<file path="config.mk">
export PLATFORM = sky130hd
export DESIGN_NAME = demux_32_bit_3_op
export DESIGN_NICKNAME = d
export VERILOG_FILES = /design/src/rtl/demux_32_bit_3_op.sv
export SDC_FILE = /design/constraint.sdc
export NUM_CORES = 1
export LEC_CHECK = 0
export ABC_AREA = 1
export CAP_MARGIN = 0
export CORE_ASPECT_RATIO = 0.5
export CORE_MARGIN = 2
export CORE_UTILIZATION = 54
export DETAILED_ROUTE_END_ITERATION = 10
export GPL_ROUTABILITY_DRIVEN = 1
export PLACE_DENSITY = 0.8
export SYNTH_ARGS = -nofsm -noshare
export SYNTH_HDL_FRONTEND = slang
export SYNTH_HIERARCHICAL = 1
export SYNTH_SLANG_ARGS = --single-unit
</file>
<file path="constraint.sdc">
create_clock -name clk -period 2.25 [get_ports clk]
set_input_delay 0.45 -clock clk [delete_from_list [all_inputs] [get_ports clk]]
set_output_delay 0.45 -clock clk [all_outputs]
set_load 0.005 [all_outputs]
</file>
<file path="src/rtl/demux_32_bit_3_op.sv">
// demux_32_bit_3_op: routes one input word to one of three lanes by in_sel.
// Each lane buffers up to two words in its own FIFO. Words sent with
// in_sel==11 are always accepted, then dropped, and they set the sticky
// err_sel flag.
// Optional feature: define DEMUX_DROP_CNT_EN to add the 8-bit saturating
// drop_cnt output, which counts dropped words.

// Per-lane 2-entry FIFO. The caller never pushes when full and never pops
// when empty.
module demux_lane_fifo #(
  parameter int WIDTH = 32
) (
  input  logic             clk,
  input  logic             reset_n,
  input  logic             push,
  input  logic             pop,
  input  logic [WIDTH-1:0] wdata,
  output logic             full,
  output logic             valid,
  output logic [WIDTH-1:0] head
);
  logic [1:0][WIDTH-1:0] mem;
  logic                  wr_ptr;
  logic                  rd_ptr;
  logic [1:0]            count;

  // Storage, 1-bit pointers that wrap 1->0, occupancy count.
  always_ff @(posedge clk or negedge reset_n) begin
    if (!reset_n) begin
      mem    <= '0;
      wr_ptr <= 1'b0;
      rd_ptr <= 1'b0;
      count  <= 2'd0;
    end else begin
      if (push) begin
        mem[wr_ptr] <= wdata;
        wr_ptr      <= ~wr_ptr;
      end
      if (pop) rd_ptr <= ~rd_ptr;
      case ({push, pop})
        2'b10:   count <= count + 2'd1;
        2'b01:   count <= count - 2'd1;
        default: count <= count;
      endcase
    end
  end

  assign full  = (count == 2'd2);
  assign valid = (count != 2'd0);
  // An empty lane shows zero, not the stale entry.
  assign head  = valid ? mem[rd_ptr] : '0;
endmodule

module demux_32_bit_3_op #(
  parameter int WIDTH = 32
) (
  input  logic               clk,
  input  logic               reset_n,
  input  logic               in_valid,
  output logic               in_ready,
  input  logic [WIDTH-1:0]   in_data,
  input  logic [1:0]         in_sel,
  output logic [2:0]         out_valid,
  input  logic [2:0]         out_ready,
  output logic [3*WIDTH-1:0] out_data,
  output logic               err_sel,
`ifdef DEMUX_DROP_CNT_EN
  output logic [7:0]         drop_cnt,
`endif
  input  logic               err_clr
);
  localparam int NUM_LANES = 3;

  logic [NUM_LANES-1:0]            lane_full;
  logic [NUM_LANES-1:0]            lane_push;
  logic [NUM_LANES-1:0]            lane_pop;
  logic [NUM_LANES-1:0][WIDTH-1:0] lane_head;
  logic                            accept;
  logic                            drop;

  // Ready depends only on the selected lane's fullness and never on out_ready.
  // Illegal selects are always taken so the producer cannot stall on them.
  always_comb begin
    in_ready = 1'b0;
    if (reset_n) begin
      if (in_sel == 2'b11) in_ready = 1'b1;
      else                 in_ready = ~lane_full[in_sel];
    end
  end

  assign accept   = in_valid & in_ready;
  assign drop     = accept & (in_sel == 2'b11);
  assign lane_pop = out_valid & out_ready;
  assign out_data = lane_head;

  for (genvar k = 0; k < NUM_LANES; k++) begin : g_lane
    assign lane_push[k] = accept & (in_sel == 2'(k));

    demux_lane_fifo #(.WIDTH(WIDTH)) u_fifo (
      .clk     (clk),
      .reset_n (reset_n),
      .push    (lane_push[k]),
      .pop     (lane_pop[k]),
      .wdata   (in_data),
      .full    (lane_full[k]),
      .valid   (out_valid[k]),
      .head    (lane_head[k])
    );
  end

  // Sticky illegal-select flag. When a set and a clear land on the same
  // edge, the set wins.
  always_ff @(posedge clk or negedge reset_n) begin
    if (!reset_n)     err_sel <= 1'b0;
    else if (drop)    err_sel <= 1'b1;
    else if (err_clr) err_sel <= 1'b0;
  end

`ifdef DEMUX_DROP_CNT_EN
  // Saturating drop counter. A drop on the same edge as a clear restarts
  // the count at 1.
  always_ff @(posedge clk or negedge reset_n) begin
    if (!reset_n)                        drop_cnt <= 8'd0;
    else if (drop && err_clr)            drop_cnt <= 8'd1;
    else if (drop && drop_cnt != 8'hFF)  drop_cnt <= drop_cnt + 8'd1;
    else if (err_clr)                    drop_cnt <= 8'd0;
  end
`endif
endmodule

</file>
==> summary.md <==
| Metric | Value |
|---|---|
| Result of the run | `complete, no violations` |
| Tcrit/Tclk final | `99.0%` |
| Finish-stage setup viols | `0` |
| Total detailed-routing wirelength | `27.5 mm` |
| Most common cell in the synthesized netlist | `nand2_1` |
| Detailed-router iteration count before antenna repair | `5` |
| Footprint of the multi-input gates | `3670 um2` |
| FP Rows | `34` |
| Total Die Area | `18700 um2` |
| Post-synthesis register bit count | `205` |
| Via count | `8438` |
| Start of the worst register-to-register path | `g_lane[1].u_fifo/count[1]` |
| Wire length of the first global-routing pass | `42.5 mm` |
| Vertical extent of the die | `97.8 um` |
| Vias in the first global route | `8031` |
| Max-slew headroom | `26.6%` |
| VDD IR-drop max | `682 uV` |
| Number of max-slew violations in the final report | `0` |
| Synth cell count leaders | `nand2_1, dfrtp_1, inv_1, a21oi_1, o21ai_0` |
| Via density | `5.47` |
| Number of filler instances in the final layout | `1234` |
| Synthesized netlist net count | `1180` |
| TritonCTS Buffers | `19` |
| Syn. warnings | `6` |
| Final antenna-violating net count | `0` |
| Final Hold Fails | `0` |
| NumNets Final | `1344` |
| Yosys top cell by area | `dfrtp_1` |
| Path class of the lowest-slack min-delay path | `in2async` |
| Unrepaired setup endpoints after global routing | `yes` |
| Ratio of cells with drive above 1 in the final layout | `18.6%` |
| Top FF cell, synth | `dfrtp_1` |
| Number of antenna violations at the first check in global routing | `0` |
| Endpoint of the worst register-to-register path | `g_lane[2].u_fifo/mem[30]` |
| Synth cell types | `22` |
| Number of violations of the max-capacitance limit | `0` |
| Flop pwr share | `37.1%` |
| Half-perimeter wire length after detailed placement | `17.4 mm` |
| Number of enable flip-flop cells after synthesis | `0` |
| Pin count of the biggest net entering global routing | `205` |
| Measured slew at the worst slew-check pin | `1100 ps` |
| Synth Instances | `1136` |
| Source-to-sink clock delay at the later pin of the worst-skew pair | `480 ps` |
| CTS tree | `built` |
| Standard cell core area | `17300 um2` |
| Setup skew after layout | `6.81 ps` |
| Number of input and output port buffers inserted | `141` |
| Post-Syn Area per Cell | `8.37 um2` |
| Share of power burned in the clock network | `17.3%` |
| Placement-stage cell area | `11200 um2` |
| Worst setup EP type | `primary output` |
| Residual overflow from global routing | `0` |
| Area added between synthesis and finish | `28.8%` |
| Yosys top cell area share | `54.0%` |
| Die boundary width | `192 um` |
| Clock Tree Root | `clkbuf_16` |
| Clock transition at the register clock pins on the worst setup and hold paths after CTS | `60 ps` |
| CP max FO | `16` |
| Worst endpoint data arrival time | `1780 ps` |
| Required time of the critical path | `1800 ps` |
| Time the final worst path needs with I/O delays and setup | `2230 ps` |
| Startpoint Class | `flop` |
| Reg2Reg Depth | `12` |
| Switching Power | `6.56 mW` |
| Routability congestion estimate | `0.806` |
| Number of H-tree levels | `1` |
| Number of antenna diodes | `0` |
| Top area cells in the synthesized netlist | `dfrtp_1, nand2_1, o21ai_2, a21oi_1, o21ai_0` |
| Share of synthesized flip-flops with an asynchronous set or reset | `100%` |
| Area used by sequential logic in the layout | `5140 um2` |
| Initial standard-cell utilization of the core | `54.9%` |
| Ratio of total power to cell area | `1430 nW/um2` |
| Post-synthesis cell area | `9500 um2` |
| Seq/Total Area, Yosys | `54.0%` |
| Number of clock sinks | `205` |
| Register-to-Register Setup Slack | `160 ps` |
| Fraction of power consumed by combinational cells | `45.7%` |
| Final Cell Area | `12200 um2` |
| Cell internal power dissipation | `10.9 mW` |
| Global Route Usage Sum | `29.4%` |
| Core utilization of the finished layout | `70.7%` |
| Fraction of power spent switching nets | `37.5%` |
| Static leakage | `6.32 nW` |
| CP Class | `reg2out` |
| Count of boundary I/O pins | `142` |
| Drt wl/cell | `17.8 um` |
| Starting DRC count in detailed routing | `854` |
| Max Freq | `449 MHz` |
| Clock Path Buffers | `3` |
| Count of unresolved DRC violations after routing | `0` |
## cells by family (layout without fill, tap and decap cells)
group | count (synthesis) | count (layout) | synth area share, %
AOI/OAI and AO/OA | 288 | 288 | 17.9
xor gates and xnor gates | 6 | 6 | 0.553
adders and majority gates | 3 | 3 | 0.395
buffers and inverters | 194 | 367 | 9.40
DFF | 205 | 205 | 54.0
and+or+nand+nor | 440 | 440 | 17.8
## worst max-delay path by stage
stage / from / to / slack [ps] / depth (start not counted)
after global placement: in_sel[1] / g_lane[0].u_fifo/mem[14] / -210 / 12
final: g_lane[0].u_fifo/count[0] / out_data[22] / 20 / 4
after global routing: g_lane[2].u_fifo/rd_ptr / out_data[67] / -70 / 7
after detailed placement: in_sel[1] / g_lane[0].u_fifo/mem[12] / -310 / 12
after CTS: g_lane[2].u_fifo/rd_ptr / out_data[89] / -160 / 5
after floorplan: g_lane[1].u_fifo/count[1] / g_lane[1].u_fifo/mem[0] / 540 / 13
## through the flow
stage | worst slack [ps] | cells | total power [mW] | TNS, ps | hold WS, ps
CTS | -161 | 1524 | 17.1 | -676 | 324
finish | 21.5 | 1543 | 17.5 | 0 | 330
detailed placement | -311 | 1480 | 13.9 | -34440 | 266
global route | -73.7 | 1543 | 18.6 | -210 | 328
floorplan | 543 | 1136 | 10.1 | 0 | 154
global placement | -207 | 1480 | 13.6 | -19760 | 268
## timing repair
action,in CTS,in global routing
hold buffers,1,0
endpoints found under the setup margin,100,70
hold endpoints to repair,1,0
setup buffers,11,21
pin swaps,6,4
cloned,2,0
resized for setup,166,42
## area by class of cell
| type | instances | share of cell area [%] |
|---|---|---|
| Clock inverter | 1 | 0.0613 |
| Timing Repair Buffer | 212 | 17.3 |
| Sequential cell | 205 | 41.9 |
| Multi-Input combinational cell | 737 | 30.0 |
| Tap cell | 234 | 2.39 |
| Inverter | 125 | 3.85 |
| Clock buffer | 29 | 4.52 |
## power groups by stage
stage / Sequential (mW) / Clock (mW) / Combinational (mW)
finish: 6.48 / 3.02 / 7.99
global route: 6.69 / 3.21 / 8.74
CTS: 6.45 / 3.05 / 7.57
detailed placement: 6.45 / 0 / 7.42
global placement: 6.36 / 0 / 7.20
floorplan: 6.18 / 0 / 3.94
## state kept, by name, indices dropped and copies added (netlist names)
register	flops
g_lane.u_fifo/mem	192
err_sel	1
g_lane.u_fifo/rd_ptr	3
g_lane.u_fifo/count	6
g_lane.u_fifo/wr_ptr	3
## critical path, cell delays in order, from the launching register on
cell and delay [ps]:
dfrtp_2 460, nor2_4 170, bufbuf_16 330, a21oi_1 60, dlygate4sd2_1 270
## cell usage in the layout, fill, tap and decap left out, types with 7 or more instances in the layout
cell type and count:
a21oi_1 57, a21oi_2 39, buf_12 16, buf_4 44, clkbuf_16 19, clkbuf_2 7
clkdlybuf4s50_1 43, dfrtp_1 200, dlygate4sd2_1 77, inv_1 117, inv_2 7, nand2_1 411
o21ai_0 96, o21ai_1 27, o21ai_2 69
## per-layer routing
metal | vias up | track usage [%] | routed length (um)
met3 | 65 | 5.68 | 2230
met4 | 0 | 8.52 | 838
li1 | 3903 | - | -
met1 | 4100 | 42.8 | 11700
met2 | 370 | 45.1 | 12800
met5 | - | 0 | 0
(Power assumes the default switching activity.)
